[src/rtl/mulalu.sv]
// mulalu: multi-cycle MULT/MULTU (2 cycles) and DIV/DIVU (33 cycles) unit
// for the EX stage; stalls the pipe while busy, pulses HI/LO write once.
//
// Ports:
//   clk, resetn             clock, async active-low reset
//   func, sign              request (FUNC_MUL / FUNC_DIV / 0) and signedness
//   source_a, source_b      multiplicand/dividend, multiplier/divisor
//   ex_advance, flush       EX register load, abort
//   stall                   combinational pipeline hold
//   hi_write(_data)         HI strobe and value (high product / remainder)
//   lo_write(_data)         LO strobe and value (low product / quotient)
module mulalu (
    input  logic        clk,
    input  logic        resetn,
    input  logic [4:0]  func,
    input  logic        sign,
    input  logic [31:0] source_a,
    input  logic [31:0] source_b,
    input  logic        ex_advance,
    input  logic        flush,
    output logic        stall,
    output logic        hi_write,
    output logic [31:0] hi_write_data,
    output logic        lo_write,
    output logic [31:0] lo_write_data
);

    localparam logic [4:0] FUNC_MUL = 5'b00001;
    localparam logic [4:0] FUNC_DIV = 5'b00010;

    localparam logic [1:0] S_IDLE = 2'd0;
    localparam logic [1:0] S_MUL  = 2'd1;
    localparam logic [1:0] S_DIV  = 2'd2;
    localparam logic [1:0] S_DONE = 2'd3;

    logic [1:0]  state;
    logic [4:0]  cnt;
    logic [31:0] op_a;
    logic [31:0] op_b;
    logic [31:0] rem;
    logic        op_sign;
    logic        q_sign;
    logic        r_sign;

    // multiply: 33-bit extended operands, low 64 bits of the product
    logic [32:0]        mul_a;
    logic [32:0]        mul_b;
    logic signed [63:0] ext_a;
    logic signed [63:0] ext_b;
    logic signed [63:0] prod;

    assign mul_a = {op_sign & op_a[31], op_a};
    assign mul_b = {op_sign & op_b[31], op_b};
    assign ext_a = {{31{mul_a[32]}}, mul_a};
    assign ext_b = {{31{mul_b[32]}}, mul_b};
    assign prod  = ext_a * ext_b;

    // restoring divide step; op_a shifts out dividend bits, shifts in quotient
    logic [32:0] shifted;
    logic        ge;
    logic [31:0] diff;
    logic [31:0] rem_next;
    logic [31:0] quo_next;
    logic [31:0] quo_fin;
    logic [31:0] rem_fin;

    assign shifted  = {rem, op_a[31]};
    assign ge       = shifted >= {1'b0, op_b};
    assign diff     = shifted[31:0] - op_b;
    assign rem_next = ge ? diff : shifted[31:0];
    assign quo_next = {op_a[30:0], ge};
    assign quo_fin  = q_sign ? -quo_next : quo_next;
    assign rem_fin  = r_sign ? -rem_next : rem_next;

    logic [31:0] a_mag;
    logic [31:0] b_mag;

    assign a_mag = (sign && source_a[31]) ? -source_a : source_a;
    assign b_mag = (sign && source_b[31]) ? -source_b : source_b;

    always_comb begin
        stall = 1'b0;
        if (resetn && !flush) begin
            unique case (state)
                S_IDLE:  stall = (func != 5'b00000);
                S_MUL:   stall = 1'b1;
                S_DIV:   stall = 1'b1;
                S_DONE:  stall = 1'b0;
                default: stall = 1'b0;
            endcase
        end
    end

    always_ff @(posedge clk or negedge resetn) begin
        if (!resetn) begin
            state         <= S_IDLE;
            cnt           <= 5'd0;
            op_a          <= 32'd0;
            op_b          <= 32'd0;
            rem           <= 32'd0;
            op_sign       <= 1'b0;
            q_sign        <= 1'b0;
            r_sign        <= 1'b0;
            hi_write      <= 1'b0;
            lo_write      <= 1'b0;
            hi_write_data <= 32'd0;
            lo_write_data <= 32'd0;
        end else begin
            hi_write <= 1'b0;
            lo_write <= 1'b0;
            if (flush) begin
                state <= S_IDLE;
            end else begin
                unique case (state)
                    S_IDLE: begin
                        if (func == FUNC_MUL) begin
                            op_a    <= source_a;
                            op_b    <= source_b;
                            op_sign <= sign;
                            state   <= S_MUL;
                        end else if (func == FUNC_DIV) begin
                            cnt <= 5'd0;
                            rem <= 32'd0;
                            op_b <= b_mag;
                            if (source_b == 32'd0) begin
                                // divisor 0: every step subtracts nothing, so
                                // the raw dividend lands in rem and the
                                // quotient fills with ones; no sign fix-up
                                op_a   <= source_a;
                                q_sign <= 1'b0;
                                r_sign <= 1'b0;
                            end else begin
                                op_a   <= a_mag;
                                q_sign <= sign & (source_a[31] ^ source_b[31]);
                                r_sign <= sign & source_a[31];
                            end
                            state <= S_DIV;
                        end
                    end
                    S_MUL: begin
                        hi_write_data <= prod[63:32];
                        lo_write_data <= prod[31:0];
                        hi_write      <= 1'b1;
                        lo_write      <= 1'b1;
                        state         <= S_DONE;
                    end
                    S_DIV: begin
                        op_a <= quo_next;
                        rem  <= rem_next;
                        cnt  <= cnt + 5'd1;
                        if (cnt == 5'd31) begin
                            hi_write_data <= rem_fin;
                            lo_write_data <= quo_fin;
                            hi_write      <= 1'b1;
                            lo_write      <= 1'b1;
                            state         <= S_DONE;
                        end
                    end
                    S_DONE: begin
                        if (ex_advance) begin
                            state <= S_IDLE;
                        end
                    end
                    default: state <= S_IDLE;
                endcase
            end
        end
    end

endmodule

[config.mk]
export PLATFORM = sky130hd
export DESIGN_NAME = mulalu
export DESIGN_NICKNAME = d
export VERILOG_FILES = /design/src/rtl/mulalu.sv
export SDC_FILE = /design/constraint.sdc
export NUM_CORES = 2
export LEC_CHECK = 0
export ABC_AREA = 1
export CAP_MARGIN = 20
export CORE_ASPECT_RATIO = 1.1
export CORE_MARGIN = 2
export CORE_UTILIZATION = 52
export DETAILED_ROUTE_END_ITERATION = 12
export MAX_ROUTING_LAYER = met4
export PLACE_DENSITY = 0.8
export RECOVER_POWER = 25
export SLEW_MARGIN = 0
export SYNTH_ARGS = -nofsm -noshare
export SYNTH_HDL_FRONTEND = slang
export SYNTH_SLANG_ARGS = --single-unit
[constraint.sdc]
create_clock -name clk -period 10.4 [get_ports clk]
set_input_delay 2.6 -clock clk [delete_from_list [all_inputs] [get_ports clk]]
set_output_delay 2.6 -clock clk [all_outputs]
set_load 0.005 [all_outputs]
# ---- Word-level counts from Yosys, hierarchy flattened
# Index checks and enable logic that the tools add are counted.
# Widths: inputs -> output; s select.
dict set report classes {
  addsub 6
  multipliers 1
  div_mod_pow 0
  magnitude_cmp 1
  n_eq_ne 13
  shift 0
  n_mux 34
  bitwise 7
  reduce_logical 18
}
# operator n
set op_table {}
lappend op_table {{$mux 32} 14}
lappend op_table {{$pmux 32 s2} 4}
lappend op_table {{$neg 32->32} 4}
lappend op_table {{$mul 33x33->64} 1}
lappend op_table {{$ge 33x32->1} 1}
lappend op_table {{$logic_not 32->1} 1}
lappend op_table {{$sub 32x32->32} 1}
lappend op_table {{$reduce_and 3->1} 5}
lappend op_table {{$mux 2} 5}
lappend op_table {{$mux 5} 2}
lappend op_table {{$pmux 5 s2} 1}
lappend op_table {{$ne 3x3->1 const B} 3}
lappend op_table {{$pmux 2 s4} 1}
lappend op_table {{$reduce_and 4->1} 2}
lappend op_table {{$ne 2x2->1 const B} 3}
lappend op_table {{$reduce_bool 2->1} 3}
lappend op_table {{$add 5x1->5 const B} 1}
lappend op_table {{$eq 5x1->1 const B} 1}
lappend op_table {{$eq 5x2->1 const B} 1}
lappend op_table {{$eq 5x5->1 const B} 1}
lappend op_table {{$mux 1} 5}
lappend op_table {{$reduce_bool 5->1} 1}
lappend op_table {{$and 1x1->1} 4}
lappend op_table {{$eq 2x2->1 const B} 2}
lappend op_table {{other kinds (10)} 13}
dict set report word_totals {
  reg_bits 171
  latchBits 0
  ram_bits 0
  mem_bits_ro 0
  in_bits 74
  word_cells 91
  n_memories 0
}

# ---- Logic depth before layout (Yosys ltp)
dict set report depth {
  ltp_word 6
  mapped_depth 36
  depth_no_buf 34
}

# ---- Worst setup path after synthesis
# OpenSTA, ideal clock, no wires.
dict set report synth_path {
  kind {flip-flop to flip-flop}
  startpoint {register op_a[31]}
  endpoint {register hi_write_data[29]}
  setup_ps 77
  arrival_time_ps 7642
  required_ps 10323
  slack_ps 2680
  path_stages_with_launch 32
  path_buffers 3
  path_cell_list {dfrtp_1 -> clkbuf_1 -> nand2_1 -> clkbuf_1 -> buf_1 -> nor2_1 -> fa_1 -> fa_1 -> fa_1 -> fa_1 -> inv_1 -> fa_1 -> inv_1 -> fa_1 -> inv_1 -> fa_1 -> fa_1 -> inv_1 -> ha_1 -> a21oi_1 -> inv_1 -> a31oi_1 -> o21ai_0 -> nand3_1 -> nand2_1 -> a221oi_1 -> nand2_1 -> a21oi_1 -> o21ai_0 -> nand2_1 -> inv_1 -> a21oi_1}
}
dict set report synth_via {
  elab_chain_cells 6
  elab_cells_between_ends 9
  cone_classes {add/sub: 2; mul: 1; order compare: 1; mux: 4; bitwise: 1}
}
# item line
set synth_rtl {}
lappend synth_rtl {{start: declaration} 38} ;# logic [31:0] op_a;
lappend synth_rtl {{start signal: assignment} 117} ;# op_a <= source_a;
lappend synth_rtl {{start signal: assignment} 129} ;# op_a <= source_a;
lappend synth_rtl {{start signal: assignment} 133} ;# op_a <= a_mag;
lappend synth_rtl {{$sub 32x32->32 or $ge 33x32->1 (tied branches)} {69, 68}}
lappend synth_rtl {{$mux 32} 70} ;# assign rem_next = ge ? diff : shifted[31:0];
lappend synth_rtl {{$neg 32->32} 73} ;# assign rem_fin = r_sign ? -rem_next : rem_next;
lappend synth_rtl {{$mux 32} 73}
lappend synth_rtl {{$mux 32} 151} ;# if (cnt == 5'd31) begin
lappend synth_rtl {{$pmux 32 s2 (*)} 114} ;# unique case (state)
lappend synth_rtl {{end signal: assignment} 141} ;# hi_write_data <= prod[63:32];
lappend synth_rtl {{end signal: assignment} 152} ;# hi_write_data <= rem_fin;
lappend synth_rtl {{end: declaration} 23} ;# output logic [31:0] hi_write_data,
# Mark *: on every way between the ends. The rest lies on a longest branch, timed or not. The select of a mux whose other input is x is not followed.
# A chain may end at the register's enable or synchronous reset.

# ---- Worst setup path after layout
dict set report layout_path {
  startpoint {register op_b[1]}
  endpoint {register hi_write_data[25]}
}
dict set report layout_via {
  elab_chain_cells 6
  elab_cells_between_ends 8
  cone_classes {add/sub: 2; mul: 1; order compare: 1; mux: 4}
}
# item line
set layout_rtl {}
lappend layout_rtl {{start: declaration} 39} ;# logic [31:0] op_b;
lappend layout_rtl {{start signal: assignment} 118} ;# op_b <= source_b;
lappend layout_rtl {{start signal: assignment} 124} ;# op_b <= b_mag;
lappend layout_rtl {{$sub 32x32->32 or $ge 33x32->1 (tied branches)} {69, 68}}
lappend layout_rtl {{$mux 32} 70}
lappend layout_rtl {{$neg 32->32} 73}
lappend layout_rtl {{$mux 32} 73}
lappend layout_rtl {{$mux 32} 151}
lappend layout_rtl {{$pmux 32 s2 (*)} 114}
# Marks and branches as above.

==> results_dict.tcl <==
set metrics [dict create \
    crit_top_cell "fa_1" \
    layout_common_cells "inv_1, nand2_1, fa_1, nor2_1, ha_1" \
    final_util 0.557 \
    arrival_ns 9.58 \
    routed_wl_mm 168 \
    finish.net_count 8321 \
    fill_cells 9156 \
    max_freq_mhz 108 \
    hold_path.class "register to register" \
    port_buffers 140 \
    std_cell_rows 122 \
    cts_root_buffer "clkbuf_16" \
    drv_slew 36 \
    required_ns 10.74 \
    design.core.area_um2 101000 \
    clock-sinks 171 \
    drv_cap 1 \
    synth-seq-cells 171 \
    multi_input_area_um2 40100 \
    syn_to_final_growth_pct 6.23 \
    postCtsSetupBuffers 0 \
    grt_pass1_wl_mm 265 \
    relSlewSlack -0.546 \
    fin_crit_sh 0.889 \
    drive_gt1_frac 0.0355 \
    grt_pass1_vias 47700 \
    drc 0 \
    avgSynthCellArea_um2 7.60 \
    violations "max-capacitance violations, max-slew violations" \
    die-area_um2 104000 \
    ant_nets 0 \
    finalSetupTns_ns 0 \
    regArea_um2 4280 \
    worst_pin_slew_ns 2.32 \
    antenna_found_initial 5 \
    crit_type "register to register" \
    yosys.area.top_type "fa_1" \
    synthArstFlopShare 1.00 \
    cts-buffers-inserted 17 \
    syn-cell-area_um2 52700 \
    die_x_um 308 \
    hold_viol 0 \
    dpl.hpwl_mm 143 \
    finalSetupViolCount 0 \
    cp-start-kind "register" \
    cp_slowest_cell "fa_1" \
    synth-edff-count 0 \
    path_clk_slew_ns 0.08 \
    start_util 0.524 \
    worst_slack_ns 1.16 \
    grt_max_degree 107 \
    cts_resized 0 \
    via_per_inst 5.52 \
    gp_routability_congestion 1.03 \
    status "finished, violations left" \
    synth_warnings 0 \
    cts_buffer_depth 2 \
    rsz0062_at_grt "no" \
    grt-ovfl-total 0 \
    syn-num-nets 8391 \
    vias 45200 \
    place_ws_ns 1.33 \
    cts_max_level 4 \
    cts_hold_buf 0 \
    die_y_um 338 \
    routedWlPerCell_um 20.5 \
    synthDistinctLibCells 56 \
    synthTopCellsByArea "fa_1, inv_1, nand2_1" \
    pin_count 141 \
    synth-main-ff-cell "dfrtp_1" \
    drt_first_pass_iters 7 \
    insertion_delay_ns 0.48 \
    synth_seq_area_share 0.0812 \
    grtUsageTotal 0.344 \
    final_common_cell "inv_1" \
    skew_ns 0.0214 \
    postSynthCellCount 6936 \
    yosysTopAreaCellShare 0.428 \
    first_iter_violations 4044 \
    post-route-min-period_ns 9.24 \
    cp_slowest_stage_delay_ns 0.63 \
    worstPathMaxFanout 33 \
    cts_tree "yes" \
    crit_path_end_kind "register" \
]
## stage by stage
step | instances | area (µm²) | hold slack, ns
after detailed placement | 8145 | 55200 | 0.468
after global placement | 8143 | 55200 | 0.469
final | 8187 | 56000 | 0.485
after CTS | 8177 | 55900 | 0.487
after global routing | 8186 | 56000 | 0.499
after floorplan | 6936 | 52700 | 0.456
## layout make-up
class	count	area share
inverter	1871	0.125
multi-input combinational	4554	0.716
clock inverter	15	0.00360
timing repair buffer	251	0.0417
tap	1302	0.0291
clock buffer	17	0.00760
sequential	171	0.0764
antenna	6	0.000268
## metal layers
metal,track usage,part of all wire,vias up
met5,-,0,-
met4,0.179,0.060,0
met3,0.0429,0.075,495
met2,0.577,0.50,2215
met1,0.407,0.37,22500
li1,-,-,19900
## kinds of logic after synthesis
| kind of cell | Yosys count | synth area share |
|---|---|---|
| AO/OA/AOI/OAI | 598 | 0.0626 |
| flip-flops | 171 | 0.0812 |
| buffers and inverters | 2211 | 0.159 |
| AND/OR/NAND/NOR | 2463 | 0.191 |
| XOR/XNOR | 112 | 0.0186 |
| adder cells (fa/ha/maj) | 1381 | 0.488 |
## final timing paths
kind / start / end / slack (ns) / cells after the start
max in group asynchronous: resetn / hi_write_data[25] / 4.89 / 3
setup reg to reg: op_b[1] / hi_write_data[25] / 1.16 / 29
hold / removal: hi_write_data[17] / hi_write_data[17] / 0.49 / 2
min in group asynchronous: resetn / cnt[3] / 2.17 / 1
setup / recovery: op_b[1] / hi_write_data[25] / 1.16 / 29
hold reg to reg: hi_write_data[17] / hi_write_data[17] / 0.49 / 2
## flip-flops by register name, summed over array words and instances, names as in the netlist
register       count
cnt                5
lo_write_data     32
op_b              32
hi_write_data     32
op_sign            1
r_sign             1
rem               32
op_a              32
q_sign             1
state              2
lo_write           1
## cell usage after synthesis (3+ instances only)
cell	instances
inv_1	1861
nand2_1	1704
fa_1	1126
nor2_1	384
clkbuf_1	272
ha_1	255
a21oi_1	222
o21ai_0	218
dfrtp_1	171
nand3_1	164
xor2_1	61
xnor2_1	51
buf_1	50
a31oi_1	47
nand4_1	43
nand2_2	41
nor3_1	40
o22ai_1	36
nor4_1	22
o211ai_1	14
a21o_1	13
nand3b_1	13
or2_2	12
nor2_2	10
buf_2	9
a41oi_1	8
and2_1	8
inv_2	8
a21oi_2	7
o21a_1	7
o21ai_1	7
nand3_2	6
buf_4	4
buf_6	4
nand2_4	4
nor3_2	4
a211oi_1	3
nor2_4	3
o21bai_1	3
## critical path, delay by kind of cell (launching register included)
family                   cells  cell delay, ns
flip-flops                   1            0.32
adder cells (fa/ha/maj)      9            4.56
AND/OR/NAND/NOR              9            2.34
AO/OA/AOI/OAI                3            0.31
buffers and inverters        8            1.55
Power is left out: the tool's default activity adds up to more than one toggle a clock period on the data nets, which glitch-free logic cannot reach.
